<file path="config.mk">
export PLATFORM = sky130hd
export DESIGN_NAME = scan_buffer_ctrl
export DESIGN_NICKNAME = d
export VERILOG_FILES = /design/src/rtl/scan_pkg.sv /design/src/rtl/max_hold_decim.sv /design/src/rtl/scan_buffer_ctrl.sv
export SDC_FILE = /design/constraint.sdc
export NUM_CORES = 1
export LEC_CHECK = 0
export ABC_AREA = 1
export CAP_MARGIN = 25
export CORE_MARGIN = 3
export CORE_UTILIZATION = 54
export DETAILED_ROUTE_END_ITERATION = 7
export PLACE_DENSITY = 0.8
export REMOVE_ABC_BUFFERS = 1
export SYNTH_ARGS = -nofsm -noshare
export SYNTH_HDL_FRONTEND = slang
export SYNTH_HIERARCHICAL = 1
export SYNTH_SLANG_ARGS = --single-unit
</file>
<file path="constraint.sdc">
create_clock -name clk -period 2.9 [get_ports clk]
set_input_delay 0.435 -clock clk [delete_from_list [all_inputs] [get_ports clk]]
set_output_delay 0.435 -clock clk [all_outputs]
set_load 0.02 [all_outputs]
</file>
<file path="src/rtl/scan_pkg.sv">
// Shared types and default widths for the sonar line-buffer write sequencer.
package scan_pkg;

    localparam int unsigned LINE_ADDR_W = 9;
    localparam int unsigned SAMPLE_W    = 8;
    localparam int unsigned GRP_W       = 8;

    typedef enum logic [1:0] {
        S_IDLE    = 2'd0,
        S_CAPTURE = 2'd1,
        S_DONE    = 2'd2
    } state_t;

endpackage

</file>
<file path="src/rtl/max_hold_decim.sv">
// Groups DECIM accepted samples and emits the unsigned maximum of each group
// one clock after the group's last sample.
module max_hold_decim
    import scan_pkg::*;
#(
    parameter int unsigned DATA_W = SAMPLE_W,
    parameter int unsigned DECIM  = 4
) (
    input  logic              clk,
    input  logic              reset,
    input  logic              enable,
    input  logic              sampleValid,
    input  logic [DATA_W-1:0] sampleData,
    output logic              groupDone_c,
    output logic              entryValid,
    output logic [DATA_W-1:0] entryData
);

    logic [GRP_W-1:0]  grp;
    logic [DATA_W-1:0] runMax;
    logic [DATA_W-1:0] groupMax;
    logic              accept;

    // Group maximum including the sample on the input this cycle.
    always_comb begin
        accept      = enable && sampleValid;
        groupMax    = sampleData;
        if ((grp != '0) && (runMax > sampleData)) begin
            groupMax = runMax;
        end
        groupDone_c = accept && (grp == GRP_W'(DECIM - 1));
    end

    always_ff @(posedge clk) begin
        if (reset) begin
            grp        <= '0;
            runMax     <= '0;
            entryValid <= 1'b0;
            entryData  <= '0;
        end else begin
            entryValid <= groupDone_c;
            // Leaving capture discards any partial group.
            if (!enable) begin
                grp    <= '0;
                runMax <= '0;
            end else if (accept) begin
                runMax <= groupMax;
                if (groupDone_c) begin
                    grp       <= '0;
                    entryData <= groupMax;
                end else begin
                    grp <= grp + GRP_W'(1);
                end
            end
        end
    end

endmodule

</file>
<file path="src/rtl/scan_buffer_ctrl.sv">
// Write-side sequencer: decimates the echo stream into one line per start pulse,
// writes it into a ping-pong bank and hands completed banks to the reader.
module scan_buffer_ctrl
    import scan_pkg::*;
#(
    parameter int unsigned ADDR_W = LINE_ADDR_W + 1,
    parameter int unsigned DATA_W = SAMPLE_W,
    parameter int unsigned DECIM  = 4
) (
    input  logic              clk,
    input  logic              reset,
    input  logic              start,
    input  logic              abort,
    input  logic              sample_valid,
    input  logic [DATA_W-1:0] sample_data,
    output logic              busy,
    output logic              wr_en,
    output logic [ADDR_W-1:0] wr_addr,
    output logic [DATA_W-1:0] wr_data,
    output logic              rd_bank,
    output logic              frame_ready,
    input  logic              frame_ack,
    output logic              overrun,
    output logic [7:0]        frame_count
);

    localparam int unsigned     IDX_W    = ADDR_W - 1;
    localparam logic [IDX_W-1:0] LAST_IDX = '1;

    state_t           state;
    state_t           stateNext;
    logic [IDX_W-1:0] idx;
    logic             wbank;
    logic             captureEn;
    logic             doneCycle;
    logic             lineEnd;
    logic             readyAfterAck;
    logic             groupDone;
    logic             entryValid;
    logic [DATA_W-1:0] entryData;

    max_hold_decim #(
        .DATA_W (DATA_W),
        .DECIM  (DECIM)
    ) uDecim (
        .clk         (clk),
        .reset       (reset),
        .enable      (captureEn),
        .sampleValid (sample_valid),
        .sampleData  (sample_data),
        .groupDone_c (groupDone),
        .entryValid  (entryValid),
        .entryData   (entryData)
    );

    always_ff @(posedge clk) begin
        if (reset) begin
            state <= S_IDLE;
        end else begin
            state <= stateNext;
        end
    end

    always_comb begin
        stateNext = state;
        case (state)
            S_IDLE: begin
                if (start) begin
                    stateNext = S_CAPTURE;
                end
            end
            S_CAPTURE: begin
                if (abort) begin
                    stateNext = S_IDLE;
                end else if (lineEnd) begin
                    stateNext = S_DONE;
                end
            end
            S_DONE:  stateNext = S_IDLE;
            default: stateNext = S_IDLE;
        endcase
    end

    // An abort in the same cycle as a group end suppresses that write.
    always_comb begin
        captureEn     = (state == S_CAPTURE) && !abort;
        doneCycle     = (state == S_DONE);
        lineEnd       = groupDone && (idx == LAST_IDX);
        readyAfterAck = frame_ready && !frame_ack;
    end

    always_ff @(posedge clk) begin
        if (reset) begin
            idx         <= '0;
            wbank       <= 1'b0;
            busy        <= 1'b0;
            wr_addr     <= '0;
            rd_bank     <= 1'b1;
            frame_ready <= 1'b0;
            overrun     <= 1'b0;
            frame_count <= '0;
        end else begin
            busy <= (stateNext == S_CAPTURE);

            if (!captureEn) begin
                idx <= '0;
            end else if (groupDone) begin
                wr_addr <= {wbank, idx};
                idx     <= idx + IDX_W'(1);
            end

            // A same-cycle ack frees the read bank before the swap decision.
            if (doneCycle) begin
                frame_count <= frame_count + 8'd1;
                if (readyAfterAck) begin
                    overrun <= 1'b1;
                end else begin
                    wbank       <= ~wbank;
                    rd_bank     <= wbank;
                    frame_ready <= 1'b1;
                end
            end else if (frame_ack) begin
                frame_ready <= 1'b0;
            end
        end
    end

    assign wr_en   = entryValid;
    assign wr_data = entryData;

endmodule

</file>
Word-level counts from Yosys, hierarchy flattened
Cells that the tools add are included.
- register bits: 59
- input bits: 14
- output and inout bits: 31
- reduce and logical (&&, ||, !) cells: 17
- muxes and demuxes: 9
- add/subtract/negate cells: 3
- bitwise logic cells: 3
- equality and inequality tests: 6
- order comparisons: 1
- operator list (operator ; number):
    adder 8 x 1 -> 8 bit, second input constant ; 2
    two-way mux 8 bit ; 2
    adder 9 x 1 -> 9 bit, second input constant ; 1
    == test 9 bit, second input constant ; 1
    == test 8 x 2 -> 1 bit, second input constant ; 1
    > comparator 8 bit ; 1
    AND reduction 2 bit ; 4
    nonzero test 8 bit ; 1
    logical AND 1 bit ; 6
    two-way mux 2 bit ; 3
    == test 2 x 1 -> 1 bit, second input constant ; 2
    one-hot mux 2 bit (2 select lines) ; 1
    two-way mux 1 bit ; 3
    NOT 1 bit ; 3
    AND reduction 3 bit ; 1
    == test 2 bit, second input constant ; 1
    logical NOT 1 bit ; 2
    logical NOT 2 bit ; 1
    inequality test 2 bit, second input constant ; 1
    nonzero test 2 bit ; 1
    OR reduction 2 bit ; 1

Logic depth before layout (Yosys ltp)
Gate-level depths: netlist of run 1.
- depth in word-level cells: 9
- depth in mapped cells: 14
- gate-level depth less buffers: 14

Cells and area by module
Netlist of run 1, hierarchy kept.
- by module, submodules not included (module ; seq. area each (um^2) ; times used ; area each (um^2) ; cells each):
    max_hold_decim ; 500.5 ; 1 ; 1501.4 ; 213
    scan_buffer_ctrl ; 680.7 ; 1 ; 1403.8 ; 186

Worst setup path before layout of run 1
Ideal clock, no wire load.
- path type: input to register
- start: in abort
- end: reg idx[7]
- setup slack: 0.824 ns
- cell stages on the path: 12
- arrival time: 2.006 ns
- library setup time: 0.070 ns
- cell sequence: nor3_4 > buf_6 > nand2_4 > clkinv_2 > nand2_2 > nor2_4 > buf_6 > buf_2 > nand3_1 > nor2_1 > nand3_1 > a21oi_1
- longest elaborated chain between the ends: 4
- elaborated cells on any way between the ends: 6
- ends and longest elaborated chain (item ; RTL line ; RTL):
    start, declared ; scan_buffer_ctrl.sv:13 ; input logic abort,
    logical NOT 1 bit ; scan_buffer_ctrl.sv:86 ; captureEn = (state == S_CAPTURE) && !abort;
    logical AND 1 bit ; scan_buffer_ctrl.sv:86 ;
    net captureEn ; scan_buffer_ctrl.sv:34 ; logic captureEn;
    logical AND 1 bit ; max_hold_decim.sv:26 ; accept = enable && sampleValid;
    logical AND 1 bit ; max_hold_decim.sv:31 ; groupDone_c = accept && (grp == GRP_W'(DECIM - 1));
    net groupDone ; scan_buffer_ctrl.sv:38 ; logic groupDone;
    end signal, assigned ; scan_buffer_ctrl.sv:109 ; idx <= idx + IDX_W'(1);
    end, declared ; scan_buffer_ctrl.sv:32 ; logic [IDX_W-1:0] idx;
The timed path passes the listed nets, and every way through them passes these cells.
A chain may end at the register's enable or synchronous reset.

Final worst setup path of run 1
- start: in abort
- end: reg idx[4]
- longest elaborated chain between the ends: 4
- elaborated cells on any way between the ends: 6
- ends and longest elaborated chain (item ; RTL line):
    logical NOT 1 bit ; scan_buffer_ctrl.sv:86
    logical AND 1 bit ; scan_buffer_ctrl.sv:86
    logical AND 1 bit ; max_hold_decim.sv:26
    logical AND 1 bit ; max_hold_decim.sv:31
    net groupDone ; scan_buffer_ctrl.sv:38
The timed path passes the listed nets, and every way through them passes these cells.

==> out/summary.md, run 1 <==
The run finished with clean final reports. The die covers 6300 um2. The post-synthesis share of cell area spent on and, or, nand and nor gates works out to 34.9%. For this block, the initial DRC count from the detailed router was 154.

The maximum number of pins on one net before global-route repair came out at 24. The setup slack of the worst register-to-register path is 0.86 ns. The clock passes through at most 2 buffers.

The wire length per cell after detailed routing was 11.7 um. For this design the static power due to leakage is 1.53 nW. In this run, placement finished with an instance count of 508.

Data on the critical path is required at its endpoint by 3.16 ns. Setup repair after global routing left no endpoint under its margin. For the total via count in the routed design, the log shows 2640.

For the internal power, the log shows 1.29 mW. After synthesis, the cell types taking the most area are dfxtp_1, nand2_1, nand3_1. Of the total synthesized cell area, the portion taken by full adders, half adders and majority gates is 5.60%. At the end of routability-driven placement, the weighted congestion stood at 0.832. Proportion of synthesized chip area in sequential cells: 40.7%.

The number of setup violations in the final report is 0. The initial antenna violation count came out at 0. The tools report the maximum VDD drop as 0.368 mV.

Combinational logic burns 5.2% of the power. The number of input and output port buffers inserted was 44. By startpoint and endpoint, the worst setup path is classified as input port to flip-flop.

The worst register-to-register path begins at state[0]$_SDFF_PP0_. The endpoint identified for the worst register-to-register timing path is idx[4]$_SDFFE_PP0P_. The floorplan has 26 rows. For this run, the leading register cell type out of synthesis is dfxtp_1.

At the later pin of the worst-skew pair, clock insertion delay measures 0.34 ns. The total overflow reported by the global router was 0. The tree built by TritonCTS fans out to 59 sinks.

Along the worst path, the maximum fanout reaches 13. Per report_power, the sequential group accounts for 49.2% of the total. The post-CTS setup buffer count was 0. The most common library cell in the layout ignoring fill and taps is nand2_1.

The largest total area in the synthesized netlist belongs to dfxtp_1. The via count of the first global-routing pass is 2570. At the pin with the least slew margin, the transition time is 0.402 ns. The tools report the capturing element type of the critical path as a flip-flop. The buffer cell driving the clock tree root was clkbuf_8. The clock-pin transition on the worst setup and hold timing paths is 0.06 ns. Of the cells placed in the final design, the portion with a size suffix greater than 1 is 10.1%.

In this design, the largest share of critical-path delay is due to simple AND/OR/NAND/NOR gates. The highest clock frequency the design can meet is 456 MHz. For this run, the slowest stage of the critical path takes 0.45 ns. The clock arrives with 0.00575 ns of skew. Total power density per cell area: 462 nW/um2. The signal on the critical path passes through clkdlybuf4s50_1, nor3_4, nand2_4, clkinv_2, nand2_2, nor2_4, buf_4, nand3_1, inv_1, a21oi_1, nor3_1. The tools report the final count of hold timing violations as 0.

Once detailed placement completed, the half-perimeter wirelength came to 4410 um. Of the post-synthesis cell area, the part taken by muxes is 0%. Overall track demand over capacity in global routing: 21.8%. The final critical path takes up 75.6% of the cycle. The placed instance area is 3390 um2, and the number of antenna-violating nets in the routed design is 0. In this run the most critical hold path is launched from wr_addr[8]$_SDFFE_PP0P_.

The die height works out to 79.4 um. For this run, asynchronously set or reset flops after synthesis account for 0%. The number of nets in the final layout is 476. The first detailed-routing pass ran for 4 iterations. The logs give 5140 um2 for the core outline area and 45 for the count of pins on the block boundary.

After routing the design area is 3600 um2. STA classifies the critical path startpoint as an input port. Adding up every negative setup slack in the final design gives 0 ns. Data arrives at the worst endpoint at 2.45 ns.

Of the post-synthesis cell area, the dominant cell type holds 40.7%. The total detailed-routing wirelength is 6140 um. In the layout the commonest cells are nand2_1, nor2_1, dfxtp_1. The post-route non-filler standard cell count was 524; the via count normalized by instance count was 5.04. The post-route DRC violation count came out at 0. The relative area change from synthesis to final layout works out to 23.9%.

The end point of the critical path was idx[4]$_SDFFE_PP0P_. In this run switching power makes up 22.1% of total power. For the worst flop-to-flop path, the logic depth is 11. Counting buffers and inverters, the worst setup path is 11 cells deep. The first global-routing pass estimated 10900 um of wire.

The synthesized design contains 59 register bits. The clock period could shrink to 2.19 ns. For this configuration, the core starts out at a cell density of 56.5%. The post-cts gate resize count is 0, and the cell count after synthesis is 399. After synthesis, the netlist uses 34 different library cells. In this run the worst hold path is classified as flip-flop to flip-flop. Each instance of the synthesized netlist takes up on average 7.28 um2.

Cells fill 70.0% of the core in the end. Number of pins exceeding their max-slew limit in the final report: 0. Measured along the x axis, the die boundary spans 79.4 um. The clock share of power is 45.6%, and the number of synthesis warnings is 6.

The tools report the worst setup path startpoint as abort. For this design, the CTS-stage hold fixing added 0 buffers. The synthesized netlist devotes 7.92% of its cell area to compound gates. The xor and xnor fraction of the mapped netlist area is 0.904%, and the post-synthesis cell area is 2910 um2. In this run, CTS created clock tree buffers numbering 9. The cell with the largest stage delay on the worst path is clkdlybuf4s50_1. The worst relative slew slack is 73.2%, and the final antenna diode count is 0. The main combinational cell family by area after synthesis is simple AND/OR/NAND/NOR gates. TritonCTS built the clock tree. The net switching power of the design was 367 uW. The total of max-cap violations was 0; the total number of H-tree levels was 3. The buffering stage count on the worst path with inverters included was 4; the number of synthesized flops with an enable pin was 0.
==> cell type report <==
class                   count  area, um2
clock inverters             4       48.8
repair buffers             49        478
clock buffers              12        155
well taps                  70       87.6
fillers                   484       1540
flip-flops and latches     59       1180
multi-input cells         273       1430
inverters                  57        215
==> per-stage QoR <==
| stage | hold slack, ns | worst slack [ns] | total power [mW] |
|---|---|---|---|
| finish | 0.461 | 0.708 | 1.66 |
| CTS | 0.463 | 0.714 | 1.68 |
| global route | 0.478 | 0.515 | 1.72 |
| global placement | 0.450 | 0.426 | 0.920 |
| detailed placement | 0.452 | 0.380 | 0.922 |
| floorplan | 0.453 | 0.542 | 0.878 |
==> routing by layer <==
layer | GRT usage (%) | part of all wire (%) | wire length (um) | vias up
met4 | 7.39 | 1.3 | 82 | 0
met2 | 36.9 | 48 | 2960 | 73
met1 | 26.5 | 44 | 2730 | 1197
met5 | 0 | 0 | 0 | -
met3 | 6.12 | 5.9 | 362 | 8
li1 | - | - | - | 1362
==> power groups by stage <==
stage                     registers, mW  logic (mW)  clock network, mW
after floorplan                   0.837      0.0414                  0
after global placement            0.836      0.0846                  0
after detailed placement          0.836      0.0860                  0
after CTS                         0.818      0.0871              0.774
after global routing              0.818      0.0975              0.810
final                             0.818      0.0864              0.757
==> Yosys cell counts, types with 2 or more instances <==
| cell | instances |
|---|---|
| a21oi_1 | 32 |
| dfxtp_1 | 59 |
| nor3_1 | 7 |
| nand3_1 | 50 |
| nand2_1 | 68 |
| o21ai_0 | 8 |
| ha_1 | 13 |
| nor2_4 | 3 |
| nand2_4 | 2 |
| xor2_1 | 2 |
| clkbuf_1 | 2 |
| inv_1 | 54 |
| buf_6 | 3 |
| nor2_1 | 62 |
| nor2_2 | 2 |
| buf_2 | 4 |
| nand2_2 | 11 |
==> flip-flops by register name (all words and copies together) (netlist names) <==
signal             flops
rd_bank                1
frame_ready            1
wbank                  1
uDecim/entryData       8
busy                   1
state                  2
uDecim/grp             8
frame_count            8
uDecim/runMax          8
overrun                1
idx                    9
wr_addr               10
uDecim/entryValid      1
==> tightest hold or removal path: cells and delay by family, from the launching register on <==
family | cells | cell delay, ns
AO/OA/AOI/OAI | 1 | 0.05
flip-flops | 1 | 0.31
AND/OR/NAND/NOR | 1 | 0.06
==> how the worst min path moves through the flow <==
stage | endpoint | slack (ns) | depth (start not counted)
floorplan | idx[7]$_SDFFE_PP0P_ | 0.45 | 2
global route | wr_addr[8]$_SDFFE_PP0P_ | 0.48 | 2
CTS | wr_addr[8]$_SDFFE_PP0P_ | 0.46 | 2
detailed placement | wr_addr[7]$_SDFFE_PP0P_ | 0.45 | 2
finish | wr_addr[8]$_SDFFE_PP0P_ | 0.46 | 2
global placement | wr_addr[7]$_SDFFE_PP0P_ | 0.45 | 2
==> cell families (layout without fill, tap and decap cells) <==
group                    count (synthesis)  after routing
AO/OA/AOI/OAI                           44             44
XOR/XNOR                                 3              3
adder cells (fa/ha/maj)                 13             13
buffers and inverters                   67            122
flip-flops                              59             59
AND/OR/NAND/NOR                        213            213
Power figures use the tool's default switching activity.
==> inputs of run 2 (changes only) <==
Clock period 2.9 ns to 2.1 ns, I/O delays scaled along.
==> run 2 against run 1 <==
  * Combinational power rose by 59%
  * Sequential share of layout area is 1.0 points lower
  * Largest power group unchanged
  * Global-route usage up 0.23 points
  * Utilization increased by 2.2 points
  * Register-to-register slack lost 0.63 ns
  * Die area did not move
  * Critical path depth up 3
  * Total power increased by 36%
  * Largest cell class unchanged
==> out/summary.md, run 2 (synthesis results as in run 1) <==
The relative area change from synthesis to final layout is 27.7%, and the standby leakage power is 1.61 nW (+5.0%). The total detailed-routing wirelength came out at 6540 um (+6.5%). The number of buffers between clock root and the deepest sink was 2 (unchanged); the core outline area was 5140 um2 (unchanged). The die outline area came out at 6300 um2 (unchanged).

The maximum number of pins on one net before global-route repair came out at 23 (-4.2%). The library cell appearing most often on the critical path was nand2_1. The total overflow reported by the global router was 0 (unchanged). Highest signal layer in the routed design: met4. The clock-pin transition on the worst setup and hold timing paths was 0.06 ns (about the same). The number of pins exceeding their max-slew limit in the final report came out at 0 (unchanged). Placed instance area: 3530 um2 (+4.0%). The fraction of layout cells with a size suffix above 1 is 13.6% (+3.5 points), and the total number of H-tree levels is 3 (unchanged). Total power density per cell area: 607 nW/um2 (+31%). The logs give 0.829 (-0.35%) for the global placement routability congestion and 56.5% (unchanged) for the effective utilization at floorplan. The most flop-heavy register was wr_addr. Most common library cell in the layout ignoring fill and taps: nand2_1. The die height is 79.4 um (unchanged). Setup repair after global routing left no endpoint under its margin.

Number of DRC markers after the initial detailed-route iteration: 164 (+6.5%). The flow ran to the end, and the final reports show no timing, DRC or antenna violations. The total via count in the routed design was 2696 (+2.1%).

Endpoint arrival time on the critical path: 2.14 ns (-0.31 ns). For the total of max-cap violations, the log shows 0 (unchanged). The worst-skew pair later-pin latency is 0.34 ns (about the same), and the number of input and output port buffers inserted is 44 (unchanged). The run gives 0.461 ns (-0.0000220 ns) as the worst hold slack. The buffering stage count on the worst path with inverters included was 4 (unchanged).

The final non-filler cell area was 3710 um2 (+3.1%); the flip-flop count of the largest register, all copies and words added was 10 (unchanged). For the highest clock frequency the design can meet, the log shows 525 MHz. Capturing element type of the critical path: a flip-flop. For the length of routed met3 wiring, the log shows 370 um (+2.2%).

The type of the setup path with the least slack is input port to flip-flop. The worst relative slew slack was 76.7% (+3.6 points). Via count of the first global-routing pass: 2499 (-2.8%). The worst hold path class is flip-flop to flip-flop. The peak fanout along the critical path was 9 (-4).

The tools report the data required time of the critical path as 2.34 ns (-0.82 ns). The cell with the largest stage delay on the worst path was clkdlybuf4s50_1. The site row count came out at 26 (unchanged).

The final count of hold timing violations came out at 0 (unchanged). Dividing the final minimum period by the clock period gives 90.8%. The worst stage delay on the critical path was 0.48 ns (+0.03 ns). The tree is rooted in a clkbuf_8. Broken down by cell family, the worst path's largest delay share belongs to simple AND/OR/NAND/NOR gates. The run gives 0 (unchanged) as the initial antenna violation count.

The detailed-route wire length on metal 1 came out at 2960 um (+8.5%). Placed wire-length estimate: 4740 um (+7.6%). For the final antenna diode count, the log shows 0 (unchanged).

Maximum VDD drop: 0.418 mV (+13%). Wire length per cell after detailed routing: 12.1 um (+3.2%). The via count normalized by instance count was 4.98 (-1.1%).

The setup TNS is 0 ns (unchanged). The run gives 59 (unchanged) as the total number of clock tree sinks. The library cells used most frequently in the layout, excluding fill and tap cells, are nand2_1, nor2_1, dfxtp_1. The number of buffers created by CTS came out at 9 (unchanged). For the overall track demand over capacity in global routing, the log shows 22.0% (+0.23 points).

The run gives 0 (unchanged) as the number of antenna-violating nets in the routed design. Traced cell by cell, the critical path runs through clkdlybuf4s50_1, inv_1, ha_1, nand2_1, inv_1, nand2_1, nand2_1, nand2_1, nand2_1, nand2_4, nand2_2, nand3_1, nand2_1, inv_1. Width of the die: 79.4 um (unchanged).

The number of setup violations in the final report was 0 (unchanged); the first-pass detailed-route iteration total was 5 (+1). The largest registers in the layout are wr_addr x10, idx x9. Critical path startpoint category: an input port. For the met2 wire length, the log shows 3090 um (+4.1%). Post-route DRC violation count: 0 (unchanged). Clock tree skew after final layout: 0.00924 ns (+0.00349 ns).

The count of pins on the block boundary was 45 (unchanged); the post-layout minimum cycle time was 1.91 ns. The post-CTS setup buffer count was 0 (unchanged); the number of buffers added to fix hold violations after cts was 0 (unchanged). The global-route wire length before repair was 10900 um (+0.51%). For the number of nets in the final layout, the log shows 494 (+3.8%).

TritonCTS built the clock tree. The actual slew at the worst max-slew pin is 0.348 ns (-0.0543 ns), and the post-cts gate resize count is 0 (unchanged).
-- run 2: through the flow --
stage               util [%]  worst slack [ns]  total power, mW  std cells
finish                  72.2             0.194             2.25        541
detailed placement      68.7            -0.126             1.29        526
floorplan                  -            -0.211             1.21        389
global route            72.2            0.0231             2.32        541
global placement        68.7           -0.0672             1.29        526
CTS                     72.2             0.220             2.27        541
-- run 2: worst min-delay path: stages, from the launching register on --
cell and delay [ns]:
dfxtp_1 0.31, nand2_1 0.06, a21oi_1 0.05
-- run 2: path summary, 6_finish.rpt --
check / from / endpoint / slack, ns / cells after the start
setup reg to reg: state[0]$_SDFF_PP0_ / idx[4]$_SDFFE_PP0P_ / 0.23 / 11
setup / recovery: sample_data[3] / uDecim/runMax[5]$_SDFFE_PP0P_ / 0.19 / 14
hold / removal: wr_addr[4]$_SDFFE_PP0P_ / wr_addr[4]$_SDFFE_PP0P_ / 0.46 / 2
hold reg to reg: wr_addr[4]$_SDFFE_PP0P_ / wr_addr[4]$_SDFFE_PP0P_ / 0.46 / 2
-- run 2: cell type report --
cell class / instances / area [um2]
clock buffer: 9 / 124
clock inverter: 6 / 57.6
fill: 451 / 1430
inverter: 57 / 215
multi-input combinational: 273 / 1430
sequential: 59 / 1180
tap: 70 / 87.6
timing repair buffer: 67 / 613
-- run 2: power breakdown --
part           internal (mW)  leakage, nW  switching [mW]
logic                 0.0638         1.04          0.0730
clock network          0.532       0.0946           0.453
registers               1.12        0.476         0.00479
total                   1.72         1.61           0.531
-- run 2: routing by layer --
| layer | up-vias | GRT usage (%) |
|---|---|---|
| li1 | 1400 | - |
| met1 | 1211 | 27.8 |
| met2 | 74 | 36.6 |
| met3 | 11 | 3.97 |
| met4 | 0 | 9.62 |
| met5 | - | 0 |
